<file path="src/rtl/video_timing_gen_if.sv">
// rtl/video_timing_gen_if.sv - raster timing output bundle from video_timing_gen to the pixel pipeline
interface video_timing_gen_if #(
  parameter int CNT_W   = 12,
  parameter int FRAME_W = 8
);
  logic               hsync;
  logic               vsync;
  logic               de;
  logic [CNT_W-1:0]   px;
  logic [CNT_W-1:0]   py;
  logic               sol;
  logic               sof;
  logic               eof;
  logic [FRAME_W-1:0] frame_cnt;
  logic               fetch_de;
  logic [CNT_W-1:0]   fetch_x;
  logic [CNT_W-1:0]   fetch_y;

  modport master (
    output hsync, vsync, de, px, py, sol, sof, eof, frame_cnt,
    output fetch_de, fetch_x, fetch_y
  );

  modport slave (
    input hsync, vsync, de, px, py, sol, sof, eof, frame_cnt,
    input fetch_de, fetch_x, fetch_y
  );
endinterface

</file>
<file path="src/rtl/video_timing_gen.sv">
// rtl/video_timing_gen.sv - parametrised raster timing generator; VTG_LOOKAHEAD_EN adds the fetch-lookahead channel
module video_timing_gen #(
  parameter int H_ACTIVE  = 640,
  parameter int H_FP      = 16,
  parameter int H_SYNC    = 96,
  parameter int H_BP      = 48,
  parameter int V_ACTIVE  = 480,
  parameter int V_FP      = 10,
  parameter int V_SYNC    = 2,
  parameter int V_BP      = 33,
  parameter bit HS_POL    = 1'b0,
  parameter bit VS_POL    = 1'b0,
  parameter int CNT_W     = 12,
  parameter int FRAME_W   = 8,
  parameter int LOOKAHEAD = 2
) (
  input  logic                clk,
  input  logic                reset,
  input  logic                pix_ce,
  video_timing_gen_if.master  vid
);

  localparam int H_TOTAL = H_ACTIVE + H_FP + H_SYNC + H_BP;
  localparam int V_TOTAL = V_ACTIVE + V_FP + V_SYNC + V_BP;
  localparam int W       = CNT_W + 1;

  typedef logic [CNT_W-1:0] cnt_t;

  if (H_TOTAL > (1 << CNT_W)) begin : g_h_range
    $error("video_timing_gen: H_TOTAL does not fit in CNT_W bits");
  end
  if (V_TOTAL > (1 << CNT_W)) begin : g_v_range
    $error("video_timing_gen: V_TOTAL does not fit in CNT_W bits");
  end
  if (LOOKAHEAD < 1 || LOOKAHEAD > H_FP + H_SYNC + H_BP) begin : g_la_range
    $error("video_timing_gen: LOOKAHEAD outside 1..horizontal blanking");
  end

  // Decode thresholds are one bit wider so a sync region ending exactly at
  // 2^CNT_W still compares correctly.
  localparam logic [W-1:0] H_ACT_C = W'(H_ACTIVE);
  localparam logic [W-1:0] HS_ON   = W'(H_ACTIVE + H_FP);
  localparam logic [W-1:0] HS_OFF  = W'(H_ACTIVE + H_FP + H_SYNC);
  localparam logic [W-1:0] V_ACT_C = W'(V_ACTIVE);
  localparam logic [W-1:0] VS_ON   = W'(V_ACTIVE + V_FP);
  localparam logic [W-1:0] VS_OFF  = W'(V_ACTIVE + V_FP + V_SYNC);

  localparam cnt_t H_LAST  = cnt_t'(H_TOTAL - 1);
  localparam cnt_t V_LAST  = cnt_t'(V_TOTAL - 1);
  localparam cnt_t H_EOF   = cnt_t'(H_ACTIVE - 1);
  localparam cnt_t V_EOF   = cnt_t'(V_ACTIVE - 1);

  function automatic logic active_at(cnt_t hc, cnt_t vc);
    return ({1'b0, hc} < H_ACT_C) && ({1'b0, vc} < V_ACT_C);
  endfunction

  function automatic cnt_t h_next(cnt_t hc);
    return (hc == H_LAST) ? '0 : hc + 1'b1;
  endfunction

  function automatic cnt_t v_next(cnt_t hc, cnt_t vc);
    if (hc != H_LAST) begin
      return vc;
    end
    return (vc == V_LAST) ? '0 : vc + 1'b1;
  endfunction

  cnt_t               h;
  cnt_t               v;
  logic               hsync_q;
  logic               vsync_q;
  logic               de_q;
  cnt_t               px_q;
  cnt_t               py_q;
  logic               sol_q;
  logic               sof_q;
  logic               eof_q;
  logic [FRAME_W-1:0] frame_q;
  logic               first_frame;

  logic hs_act;
  logic vs_act;

  always_comb begin
    hs_act = ({1'b0, h} >= HS_ON) && ({1'b0, h} < HS_OFF);
    vs_act = ({1'b0, v} >= VS_ON) && ({1'b0, v} < VS_OFF);
  end

  // Outputs register the decode of the pre-increment position, so every
  // output of one cycle describes the same pixel (px,py).
  always_ff @(posedge clk) begin
    if (reset) begin
      h           <= '0;
      v           <= '0;
      hsync_q     <= ~HS_POL;
      vsync_q     <= ~VS_POL;
      de_q        <= 1'b0;
      px_q        <= '0;
      py_q        <= '0;
      sol_q       <= 1'b0;
      sof_q       <= 1'b0;
      eof_q       <= 1'b0;
      frame_q     <= '0;
      first_frame <= 1'b1;
    end else if (pix_ce) begin
      hsync_q <= hs_act ? HS_POL : ~HS_POL;
      vsync_q <= vs_act ? VS_POL : ~VS_POL;
      de_q    <= active_at(h, v);
      px_q    <= h;
      py_q    <= v;
      sol_q   <= (h == '0);
      sof_q   <= (h == '0) && (v == '0);
      eof_q   <= (h == H_EOF) && (v == V_EOF);
      // The first frame after reset is frame 0; later frame starts count up.
      if ((h == '0) && (v == '0)) begin
        if (!first_frame) begin
          frame_q <= frame_q + 1'b1;
        end
        first_frame <= 1'b0;
      end
      h <= h_next(h);
      v <= v_next(h, v);
    end else begin
      sol_q <= 1'b0;
      sof_q <= 1'b0;
      eof_q <= 1'b0;
    end
  end

  assign vid.hsync     = hsync_q;
  assign vid.vsync     = vsync_q;
  assign vid.de        = de_q;
  assign vid.px        = px_q;
  assign vid.py        = py_q;
  assign vid.sol       = sol_q;
  assign vid.sof       = sof_q;
  assign vid.eof       = eof_q;
  assign vid.frame_cnt = frame_q;

`ifdef VTG_LOOKAHEAD_EN
  cnt_t fh;
  cnt_t fv;
  logic fetch_de_q;
  cnt_t fetch_x_q;
  cnt_t fetch_y_q;

  // Runs in lockstep with (h,v), offset by LOOKAHEAD ticks from reset on.
  always_ff @(posedge clk) begin
    if (reset) begin
      fh         <= cnt_t'(LOOKAHEAD);
      fv         <= '0;
      fetch_de_q <= 1'b0;
      fetch_x_q  <= '0;
      fetch_y_q  <= '0;
    end else if (pix_ce) begin
      fetch_de_q <= active_at(fh, fv);
      fetch_x_q  <= fh;
      fetch_y_q  <= fv;
      fh         <= h_next(fh);
      fv         <= v_next(fh, fv);
    end
  end

  assign vid.fetch_de = fetch_de_q;
  assign vid.fetch_x  = fetch_x_q;
  assign vid.fetch_y  = fetch_y_q;
`else
  assign vid.fetch_de = 1'b0;
  assign vid.fetch_x  = '0;
  assign vid.fetch_y  = '0;
`endif

endmodule

</file>
<file path="src/flat_wrapper.sv">
// flat-port wrapper written by rule: the top's interface ports become plain ports
module video_timing_gen_flat 
#(
  parameter int H_ACTIVE  = 640,
  parameter int H_FP      = 16,
  parameter int H_SYNC    = 96,
  parameter int H_BP      = 48,
  parameter int V_ACTIVE  = 480,
  parameter int V_FP      = 10,
  parameter int V_SYNC    = 2,
  parameter int V_BP      = 33,
  parameter bit HS_POL    = 1'b0,
  parameter bit VS_POL    = 1'b0,
  parameter int CNT_W     = 12,
  parameter int FRAME_W   = 8,
  parameter int LOOKAHEAD = 2
)
  (clk, reset, pix_ce, vid_hsync, vid_vsync, vid_de, vid_px, vid_py, vid_sol, vid_sof, vid_eof, vid_frame_cnt, vid_fetch_de, vid_fetch_x, vid_fetch_y);
  video_timing_gen_if #(.CNT_W(CNT_W), .FRAME_W(FRAME_W)) vid_i ();
  input  logic clk;
  input  logic reset;
  input  logic pix_ce;
  output wire logic [$bits(vid_i.hsync)-1:0] vid_hsync;
  output wire logic [$bits(vid_i.vsync)-1:0] vid_vsync;
  output wire logic [$bits(vid_i.de)-1:0] vid_de;
  output wire logic [$bits(vid_i.px)-1:0] vid_px;
  output wire logic [$bits(vid_i.py)-1:0] vid_py;
  output wire logic [$bits(vid_i.sol)-1:0] vid_sol;
  output wire logic [$bits(vid_i.sof)-1:0] vid_sof;
  output wire logic [$bits(vid_i.eof)-1:0] vid_eof;
  output wire logic [$bits(vid_i.frame_cnt)-1:0] vid_frame_cnt;
  output wire logic [$bits(vid_i.fetch_de)-1:0] vid_fetch_de;
  output wire logic [$bits(vid_i.fetch_x)-1:0] vid_fetch_x;
  output wire logic [$bits(vid_i.fetch_y)-1:0] vid_fetch_y;
  assign vid_hsync = vid_i.hsync;
  assign vid_vsync = vid_i.vsync;
  assign vid_de = vid_i.de;
  assign vid_px = vid_i.px;
  assign vid_py = vid_i.py;
  assign vid_sol = vid_i.sol;
  assign vid_sof = vid_i.sof;
  assign vid_eof = vid_i.eof;
  assign vid_frame_cnt = vid_i.frame_cnt;
  assign vid_fetch_de = vid_i.fetch_de;
  assign vid_fetch_x = vid_i.fetch_x;
  assign vid_fetch_y = vid_i.fetch_y;
  video_timing_gen #(.H_ACTIVE(H_ACTIVE), .H_FP(H_FP), .H_SYNC(H_SYNC), .H_BP(H_BP), .V_ACTIVE(V_ACTIVE), .V_FP(V_FP), .V_SYNC(V_SYNC), .V_BP(V_BP), .HS_POL(HS_POL), .VS_POL(VS_POL), .CNT_W(CNT_W), .FRAME_W(FRAME_W), .LOOKAHEAD(LOOKAHEAD)) u_core (.clk(clk), .reset(reset), .pix_ce(pix_ce), .vid(vid_i));
endmodule
</file>
<file path="config.mk">
export PLATFORM = sky130hd
export DESIGN_NAME = video_timing_gen_flat
export DESIGN_NICKNAME = d
export VERILOG_FILES = /design/src/rtl/video_timing_gen_if.sv /design/src/rtl/video_timing_gen.sv /design/src/flat_wrapper.sv
export SDC_FILE = /design/constraint.sdc
export NUM_CORES = 1
export LEC_CHECK = 0
export BUFFER_PORTS_ARGS = -buffer_cell sky130_fd_sc_hd__buf_2
export CAP_MARGIN = 10
export CELL_PAD_IN_SITES_DETAIL_PLACEMENT = 0
export CELL_PAD_IN_SITES_GLOBAL_PLACEMENT = 1
export CORE_MARGIN = 2
export CORE_UTILIZATION = 36
export DETAILED_ROUTE_END_ITERATION = 16
export PLACE_DENSITY = 0.8
export SYNTH_ARGS = -nofsm -noshare
export SYNTH_HDL_FRONTEND = slang
export SYNTH_SLANG_ARGS = --single-unit
export TNS_END_PERCENT = 5
</file>
<file path="constraint.sdc">
create_clock -name clk -period 2.2 [get_ports clk]
set_input_delay 0.22 -clock clk [delete_from_list [all_inputs] [get_ports clk]]
set_output_delay 0.22 -clock clk [all_outputs]
set_load 0.1 [all_outputs]
</file>
==> out/results.txt, run 1 <==
status: finished, final reports clean
crit path DAT: 2.33 ns
MaxCap Viol Count: 0
highest-delay cell along the critical path: or4_4
PostCTS Resize Cnt: 0
die height: 96.2 um
initial drt markers: 115
worst skew pair latency: 0.35 ns
GRT Total Usage: 16.0%
area added between synthesis and finish: 17.0%
syn_area_per_cell: 8.65 um^2
Mapped Area: 3060 um^2
largest cells by area after synthesis: dfxtp_1 (41%), mux2i_1 (8.5%), buf_4 (6.1%), nor2_1 (5.4%), a21oi_1 (3.3%)
EDFF count, synth: 0
Max Freq: 488 MHz
clock-pin slew on the worst setup and hold paths: 0.07 ns
Via density: 5.11
hold buffer count at CTS: 0
CTS tree: built
pin count of the biggest net entering global routing: 38
CP cell instances: ha_2 > nand4_1 > or4_4 > or4b_1 > a21oi_1
post-layout net count: 410
die width: 96.2 um
Inserted Clock Buffers: 9
Layout Cells excl Fill: 511
distinct cell type count after synthesis: 42
CTS Root Cell: clkbuf_8
Starting Density: 37.2%
most frequent cells after synthesis: dfxtp_1 (63), nor2_1 (44), mux2i_1 (26), buf_4 (25), a21oi_1 (20)
Antenna Nets Post-Route: 0
first-pass GRT wire length: 11400 um
RSZ-0062 raised after global routing: false
crit-path max FO: 6
slowest stage delay, CP: 0.55 ns
total die area: 9250 um^2
postcts setup bufs: 0
GR Overflow Total: 0
post-route minimum period: 2.05 ns
H-tree depth: 3
Yosys warning count: 0
# DRC: 0
delay-heaviest family, CP: simple AND/OR/NAND/NOR gates
Pleak: 1.49 nW
final worst slack: 0.150 ns
Synth Instances: 354
maximum vdd drop: 0.396 mV
Post-Place Worst Slack: 0.0153 ns
CTS Sinks: 63
core area: 8220 um^2
kind of critical path: reg2reg
CP required: 2.48 ns
Post-synth ARST share: 0%
diode count: 0
total wire length: 6870 um
CP bufs+invs: 0
PortBufs: 40
dominant synthesized flop cell: dfxtp_1
Longest Clk Path Bufs: 2
via count: 2613
register area share after synthesis: 41.2%
leading area contributor after synthesis: dfxtp_1
count leader, synth: dfxtp_1
initial antenna violation count: 0
placed cells: 495
GP Congestion: 0.920
Finished Cell Area: 3580 um^2
final hold vios: 0
row count: 33
Crit. End Element: flop
clock skew: 0.0102 ns
#FFs+latches synth: 63
dpl cell area: 3370 um^2
router iterations before antenna repair: 4
share of cells above drive strength 1: 22.7%
Pwr Total: 2.48 mW
post-DP HPWL: 4980 um
Yosys top cell area share: 41.2%
final setup violation count: 0
fin util: 43.6%
Min Hold Slack: 0.241 ns
io pins: 66
WL/cell: 13.4 um
final-report max-slew violation count: 0
Min-Delay Path Class: in2reg
pwr dens: 694 nW/um^2
vias in the first global route: 2375
setup TNS: 0 ns
Setup crit start kind: flop
period utilization: 93.2%
layout make-up:
| cell class | count | area, um^2 |
|---|---|---|
| clock buffers | 12 | 145 |
| repair buffers | 66 | 395 |
| multi-input cells | 251 | 1560 |
| inverters | 10 | 37.5 |
| fillers | 818 | 4640 |
| clock inverters | 4 | 45.0 |
| well taps | 105 | 131 |
| flip-flops and latches | 63 | 1260 |
flip-flops by register name, summed over array words and instances, names as in the netlist:
| signal | cells |
|---|---|
| u_core.first_frame | 1 |
| u_core.h | 12 |
| u_core.v | 12 |
| u_core.vid.de | 1 |
| u_core.vid.eof | 1 |
| u_core.vid.frame_cnt | 8 |
| u_core.vid.hsync | 1 |
| u_core.vid.px | 12 |
| u_core.vid.py | 12 |
| u_core.vid.sof | 1 |
| u_core.vid.sol | 1 |
| u_core.vid.vsync | 1 |
per-layer routing:
metal  track usage, %  wire length, um
met5                0                0
met4             8.21              163
met3             4.86              354
met2             24.8             3110
met1             20.0             3240
logic make-up (layout without fill, tap and decap cells):
| family | after synthesis | count (layout) | synth area share (%) |
|---|---|---|---|
| other | 1 | 25 | 0.123 |
| buffers and inverters | 64 | 92 | 11.4 |
| and+or+nand+nor | 142 | 142 | 25.1 |
| AOI/OAI and AO/OA | 40 | 40 | 7.69 |
| adders and majority gates | 6 | 6 | 2.45 |
| muxes | 27 | 27 | 8.87 |
| xor gates and xnor gates | 11 | 11 | 3.15 |
| DFF | 63 | 63 | 41.2 |
report_power, final:
| group | leakage (nW) | switching, mW | total, mW | internal, mW |
|---|---|---|---|---|
| clock | 0.100 | 0.436 | 0.985 | 0.549 |
| combinational | 0.884 | 0.295 | 0.336 | 0.0409 |
| sequential | 0.510 | 0.0108 | 1.16 | 1.15 |
| total | 1.49 | 0.742 | 2.48 | 1.74 |
final timing paths:
path                                       start                end  slack (ns)  depth (start not counted)
worst max register to register       u_core.h[0]       u_core.v[11]        0.15                          5
worst min register to register  u_core.vid.px[7]   u_core.vid.px[7]        0.48                          2
worst max-delay path                 u_core.h[0]       u_core.v[11]        0.15                          5
worst min-delay path                       reset  u_core.vid.px[10]        0.24                          2
layout by cell type (no fill, tap or decap), types with 7 or more instances in the layout:
cell type and n:
or4_1 7, nor4_1 9, nor2_1 44, buf_2 40
dfxtp_1 61, xnor2_1 8, conb_1 25, nand3_1 16
mux2i_1 26, nand2_1 10, nor3_1 9, a21oi_1 20
inv_1 10, clkbuf_8 10, buf_4 26, nand4_1 14
(Power assumes the default switching activity.)
==> inputs of run 2 (changes only) <==
Settings changed: CORE_UTILIZATION 36 to 38, CTS_BUF_LIST set to sky130_fd_sc_hd__clkbuf_8, PLACE_DENSITY 0.8 to 0.84.
==> run 2 against run 1 <==
Compared with the run above:
- worst setup slack worse by 0.026 ns
- count of clock-buffer cells in the layout fell by 2
- core utilization grew 2.5 points
==> out/results.txt, run 2 (synthesized netlist as in run 1, its figures left out) <==
status: finished, final reports clean (unchanged)
final-report max-slew violation count: 0 (unchanged)
kind of critical path: reg2reg (unchanged)
core area: 7770 um^2 (was 8220 um^2)
Starting Density: 39.4% (was 37.2%)
clock skew: 0.00973 ns (was 0.0102 ns)
die width: 93.7 um (was 96.2 um)
CP required: 2.47 ns (was 2.48 ns)
hold depth: 4 (was 2)
FF/Latch Area: 1260 um^2 (unchanged)
Pleak: 1.50 nW (was 1.49 nW)
# DRC: 0 (unchanged)
Setup crit start kind: flop (unchanged)
CTS tree: built (unchanged)
most frequent cells in the layout: dfxtp_1 (61), nor2_1 (44), buf_2 (40) (unchanged)
worst skew pair latency: 0.34 ns (was 0.35 ns)
Inserted Clock Buffers: 9 (unchanged)
GP Congestion: 0.832 (was 0.920)
Longest Clk Path Bufs: 2 (unchanged)
maximum vdd drop: 0.360 mV (was 0.396 mV)
hold buffer count at CTS: 0 (unchanged)
fill cell count: 771 (was 818)
final setup violation count: 0 (unchanged)
row count: 32 (was 33)
die height: 93.7 um (was 96.2 um)
commonest non-fill, non-tap cell in the layout: dfxtp_1 (unchanged)
vias in the first global route: 2372 (was 2375)
PortBufs: 40 (unchanged)
post-route minimum period: 2.08 ns (was 2.05 ns)
pin count of the biggest net entering global routing: 38 (unchanged)
reg2reg path depth: 5 (unchanged)
post-layout net count: 410 (unchanged)
total wire length: 7010 um (was 6870 um)
diode count: 0 (unchanged)
Finished Cell Area: 3580 um^2 (unchanged)
CTS Sinks: 63 (unchanged)
Via density: 5.04 (was 5.11)
RSZ-0062 raised after global routing: false (unchanged)
Min-Delay Path Class: in2reg (unchanged)
via count: 2558 (was 2613)
first-pass GRT wire length: 11500 um (was 11400 um)
worst rel slew slack: 53.9%
router iterations before antenna repair: 4 (unchanged)
WL/cell: 13.8 um (was 13.4 um)
post-DP HPWL: 4940 um (was 4980 um)
total die area: 8790 um^2 (was 9250 um^2)
area added between synthesis and finish: 17.0% (unchanged)
Antenna Nets Post-Route: 0 (unchanged)
H-tree depth: 3 (unchanged)
period utilization: 94.4% (was 93.2%)
crit path DAT: 2.35 ns (was 2.33 ns)
crit-path max FO: 6 (unchanged)
multi-input logic area: 1570 um^2 (was 1560 um^2)
CTS Root Cell: clkbuf_8 (unchanged)
Slew @ Worst Pin: 0.692 ns
dpl cell area: 3360 um^2 (was 3370 um^2)
io pins: 66 (unchanged)
Crit. End Element: flop (unchanged)
Min Hold Slack: 0.402 ns (was 0.241 ns)
Max Freq: 482 MHz (was 488 MHz)
final hold vios: 0 (unchanged)
GRT Total Usage: 16.6% (was 16.0%)
GR Overflow Total: 0 (unchanged)
MaxCap Viol Count: 0 (unchanged)
pwr dens: 693 nW/um^2 (was 694 nW/um^2)
clock-pin slew on the worst setup and hold paths: 0.07 ns (about the same)
share of cells above drive strength 1: 22.7% (unchanged)
initial drt markers: 163 (was 115)
initial antenna violation count: 0 (unchanged)
-- run 2: cell count changes in the layout (fill, tap and decap cells not counted) --
cell / delta
clkbuf_1: -2
inv_1: +2
o41ai_1: -1
o41ai_2: +1
or4_1: +1
or4_4: -1
-- run 2: area by class of cell --
class | count | area share (%)
Sequential cell | 63 | 35.3
Clock buffer | 10 | 3.84
Tap cell | 102 | 3.56
Multi-Input combinational cell | 251 | 43.7
Clock inverter | 6 | 1.47
Timing Repair Buffer | 66 | 11.0
Inverter | 10 | 1.05
-- run 2: worst max-delay path: stages, from the launching register on --
cell and delay [ns]:
dfxtp_2 0.39, ha_2 0.22, nand4_1 0.19, or4_1 0.53, or4b_1 0.52, a21oi_1 0.15
-- run 2: metal layers --
layer,up-vias,part of all wire (%),track usage [%],routed length [um]
met5,-,0,0,0
met4,0,0.88,6.40,62
met3,4,4.7,4.82,329
met2,79,46,25.1,3240
met1,1179,48,22.4,3380
li1,1296,-,-,-
-- run 2: path summary, 6_finish.rpt --
| check | start | end | slack, ns |
|---|---|---|---|
| worst min register to register | u_core.vid.px[7] | u_core.vid.px[7] | 0.47 |
| worst min-delay path | pix_ce | u_core.vid.eof | 0.40 |
| worst max-delay path | u_core.h[0] | u_core.v[11] | 0.12 |
| worst max register to register | u_core.h[0] | u_core.v[11] | 0.12 |
-- run 2: repair_timing --
action / in CTS / in global routing
buffers inserted: 0 / 0
gates resized for setup: 0 / 7
endpoints found under the hold margin: 0 / 0
setup endpoints to repair: 0 / 13
-- run 2: power breakdown --
group	internal, mW	leakage [nW]	total (mW)	switching [mW]
clock	0.540	0.108	0.984	0.444
combinational	0.0407	0.883	0.335	0.294
sequential	1.15	0.510	1.16	0.0111
total	1.73	1.50	2.48	0.749
-- run 2: stage by stage --
stage	total power, mW	TNS (ns)	setup slack (ns)	util (%)	std cells
2_1_floorplan	1.52	-0.0334	-0.0334	-	378
3_3_place_gp	1.52	0	0.134	43.3	492
3_5_place_dp	1.52	0	0.0384	43.3	492
4_1_cts	2.51	0	0.0117	45.7	508
5_1_grt	2.59	0	0.00288	46.1	508
6_report	2.48	0	0.124	46.1	508
==> inputs of run 3 (changes only) <==
Settings changed: CORE_ASPECT_RATIO set to 1.5, RECOVER_POWER set to 50.
==> run 3 against run 2 <==
Compared with the run above:
- non-clock buffer count up 3
- clock power is 10% lower
- maximum frequency decreased by 1.9%
- register-to-register slack got worse by 0.04 ns
- first-iteration DRC count grew 0.61%
- combinational power barely moved
- cell count up 0.98%
- wire length decreased by 6.1%
- largest power group unchanged
==> out/results.txt, run 3 (synthesized netlist as in run 1, its figures left out) <==
fill cell count: 832 (was 771)
Post-Place Worst Slack: 0.123 ns (was 0.0384 ns)
GP Congestion: 0.912 (was 0.832)
GR Overflow Total: 0 (unchanged)
initial antenna violation count: 0 (unchanged)
GR Util met2: 27.8% (was 25.1%)
placed cells: 498 (was 492)
first-pass GRT wire length: 11200 um (was 11500 um)
hold depth: 4 (unchanged)
kind of critical path: reg2reg (unchanged)
die height: 114 um (was 93.7 um)
vias in the first global route: 2364 (was 2372)
MaxCap Viol Count: 0 (unchanged)
clock skew: 0.00517 ns (was 0.00973 ns)
io pins: 66 (unchanged)
GRT Total Usage: 16.0% (was 16.6%)
final hold vios: 0 (unchanged)
hold buffer count at CTS: 0 (unchanged)
router iterations before antenna repair: 4 (unchanged)
final setup violation count: 0 (unchanged)
commonest non-fill, non-tap cell in the layout: dfxtp_1 (unchanged)
CTS Root Cell: clkbuf_8 (unchanged)
final-report max-slew violation count: 0 (unchanged)
FF/Latch Area: 1260 um^2 (about the same)
crit path DAT: 2.39 ns (was 2.35 ns)
total die area: 8800 um^2 (was 8790 um^2)
met3 usage: 3.72% (was 4.82%)
pin count of the biggest net entering global routing: 32 (was 38)
Min-Delay Path Class: in2reg (unchanged)
most frequent cells in the layout: dfxtp_1 (63), nor2_1 (44), clkbuf_1 (34) (was dfxtp_1 (61), nor2_1 (44), buf_2 (40))
H-tree depth: 3 (unchanged)
CTS Sinks: 63 (unchanged)
multi-input logic area: 1560 um^2 (was 1570 um^2)
Longest Clk Path Bufs: 2 (unchanged)
CP cell instances: or4b_1 > or4_1 > or4_1 > a21oi_1 (was ha_2 > nand4_1 > or4_1 > or4b_1 > a21oi_1)
Most Crowded Layer GR: met2 (unchanged)
Inserted Clock Buffers: 9 (unchanged)
worst rel slew slack: 11.9% (was 53.9%)
PortBufs: 40 (unchanged)
Layout Cells excl Fill: 513 (was 508)
Slew @ Worst Pin: 1.32 ns (was 0.692 ns)
row count: 40 (was 32)
maximum vdd drop: 0.439 mV (was 0.360 mV)
CTS tree: built (unchanged)
pwr dens: 677 nW/um^2 (was 693 nW/um^2)
post-DP HPWL: 4960 um (was 4940 um)
highest-delay cell along the critical path: or4_1 (unchanged)
Pwr Total: 2.38 mW (was 2.48 mW)
RSZ-0062 raised after global routing: false (unchanged)
crit-path max FO: 8 (was 6)
Min Hold Slack: 0.403 ns (was 0.402 ns)
clock-pin slew on the worst setup and hold paths: 0.06 ns (was 0.07 ns)
final worst slack: 0.0842 ns (was 0.124 ns)
area added between synthesis and finish: 14.9% (was 17.0%)
worst skew pair latency: 0.34 ns (about the same)
Pleak: 1.37 nW (was 1.50 nW)
WL/cell: 12.8 um (was 13.8 um)
initial drt markers: 164 (was 163)
reg2reg path depth: 4 (was 5)
Antenna Nets Post-Route: 0 (unchanged)
Starting Density: 38.7% (was 39.4%)
via count: 2553 (was 2558)
Setup crit start kind: flop (unchanged)
die width: 77.3 um (was 93.7 um)
Max Freq: 473 MHz (was 482 MHz)
critical path's most frequent cell: or4_1
CP required: 2.47 ns (about the same)
Via density: 4.98 (was 5.04)
Crit. End Element: flop (unchanged)
period utilization: 96.2% (was 94.4%)
total wire length: 6580 um (was 7010 um)
met1 usage: 17.6% (was 22.4%)
diode count: 0 (unchanged)
postcts setup bufs: 0 (unchanged)
share of cells above drive strength 1: 13.5% (was 22.7%)
fin util: 44.5% (was 46.1%)
core area: 7910 um^2 (was 7770 um^2)
status: finished, final reports clean (unchanged)
# DRC: 0 (unchanged)
post-layout net count: 413 (was 410)
post-route minimum period: 2.12 ns (was 2.08 ns)
slowest stage delay, CP: 0.61 ns (was 0.53 ns)
[run 3: cell count changes in the layout (fill, tap and decap cells not counted), moves of 2 or more]
cell | before | now
buf_2 | 40 | 15
buf_4 | 26 | 19
clkbuf_1 | 0 | 34
clkbuf_8 | 10 | 12
clkinv_2 | 3 | 0
dfxtp_1 | 61 | 63
dfxtp_2 | 2 | 0
[run 3: cell type report]
cell class,instances,share of cell area [%]
repair buffers,69,9.96
flip-flops and latches,63,35.9
multi-input cells,251,44.4
well taps,105,3.74
clock inverters,3,0.320
inverters,10,1.07
clock buffers,12,4.70
[run 3: repair_timing]
| item | in CTS | in global routing |
|---|---|---|
| resized for setup | 0 | 3 |
| endpoints found under the hold margin | 0 | 0 |
| endpoints found under the setup margin | 0 | 5 |
[run 3: routing by layer]
metal	up-vias	wire length, um
li1	1299	-
met1	1173	2790
met2	66	3340
met3	15	240
met4	0	214
met5	-	0
[run 3: report_power, final]
group | total [mW] | leakage, nW | switching, mW | internal [mW]
combinational | 0.335 | 0.759 | 0.295 | 0.0397
sequential | 1.16 | 0.509 | 0.00806 | 1.15
clock | 0.886 | 0.102 | 0.403 | 0.483
[run 3: worst paths after layout]
| check | startpoint | to | slack [ns] |
|---|---|---|---|
| setup reg to reg | u_core.h[6] | u_core.v[9] | 0.08 |
| setup / recovery | u_core.h[6] | u_core.v[9] | 0.08 |
| hold / removal | pix_ce | u_core.h[4] | 0.40 |
| hold reg to reg | u_core.vid.px[7] | u_core.vid.px[7] | 0.47 |
[run 3: critical path, delay by kind of cell (launching register included)]
| family | cells | cell delay [ns] |
|---|---|---|
| compound gates | 1 | 0.14 |
| simple gates | 3 | 1.57 |
| flops | 1 | 0.33 |
[run 3: stage by stage]
stage               cell area, um^2  setup TNS, ns
floorplan                      3150        -0.0334
global placement               3390              0
detailed placement             3390              0
CTS                            3560              0
global route                   3520              0
finish                         3520              0
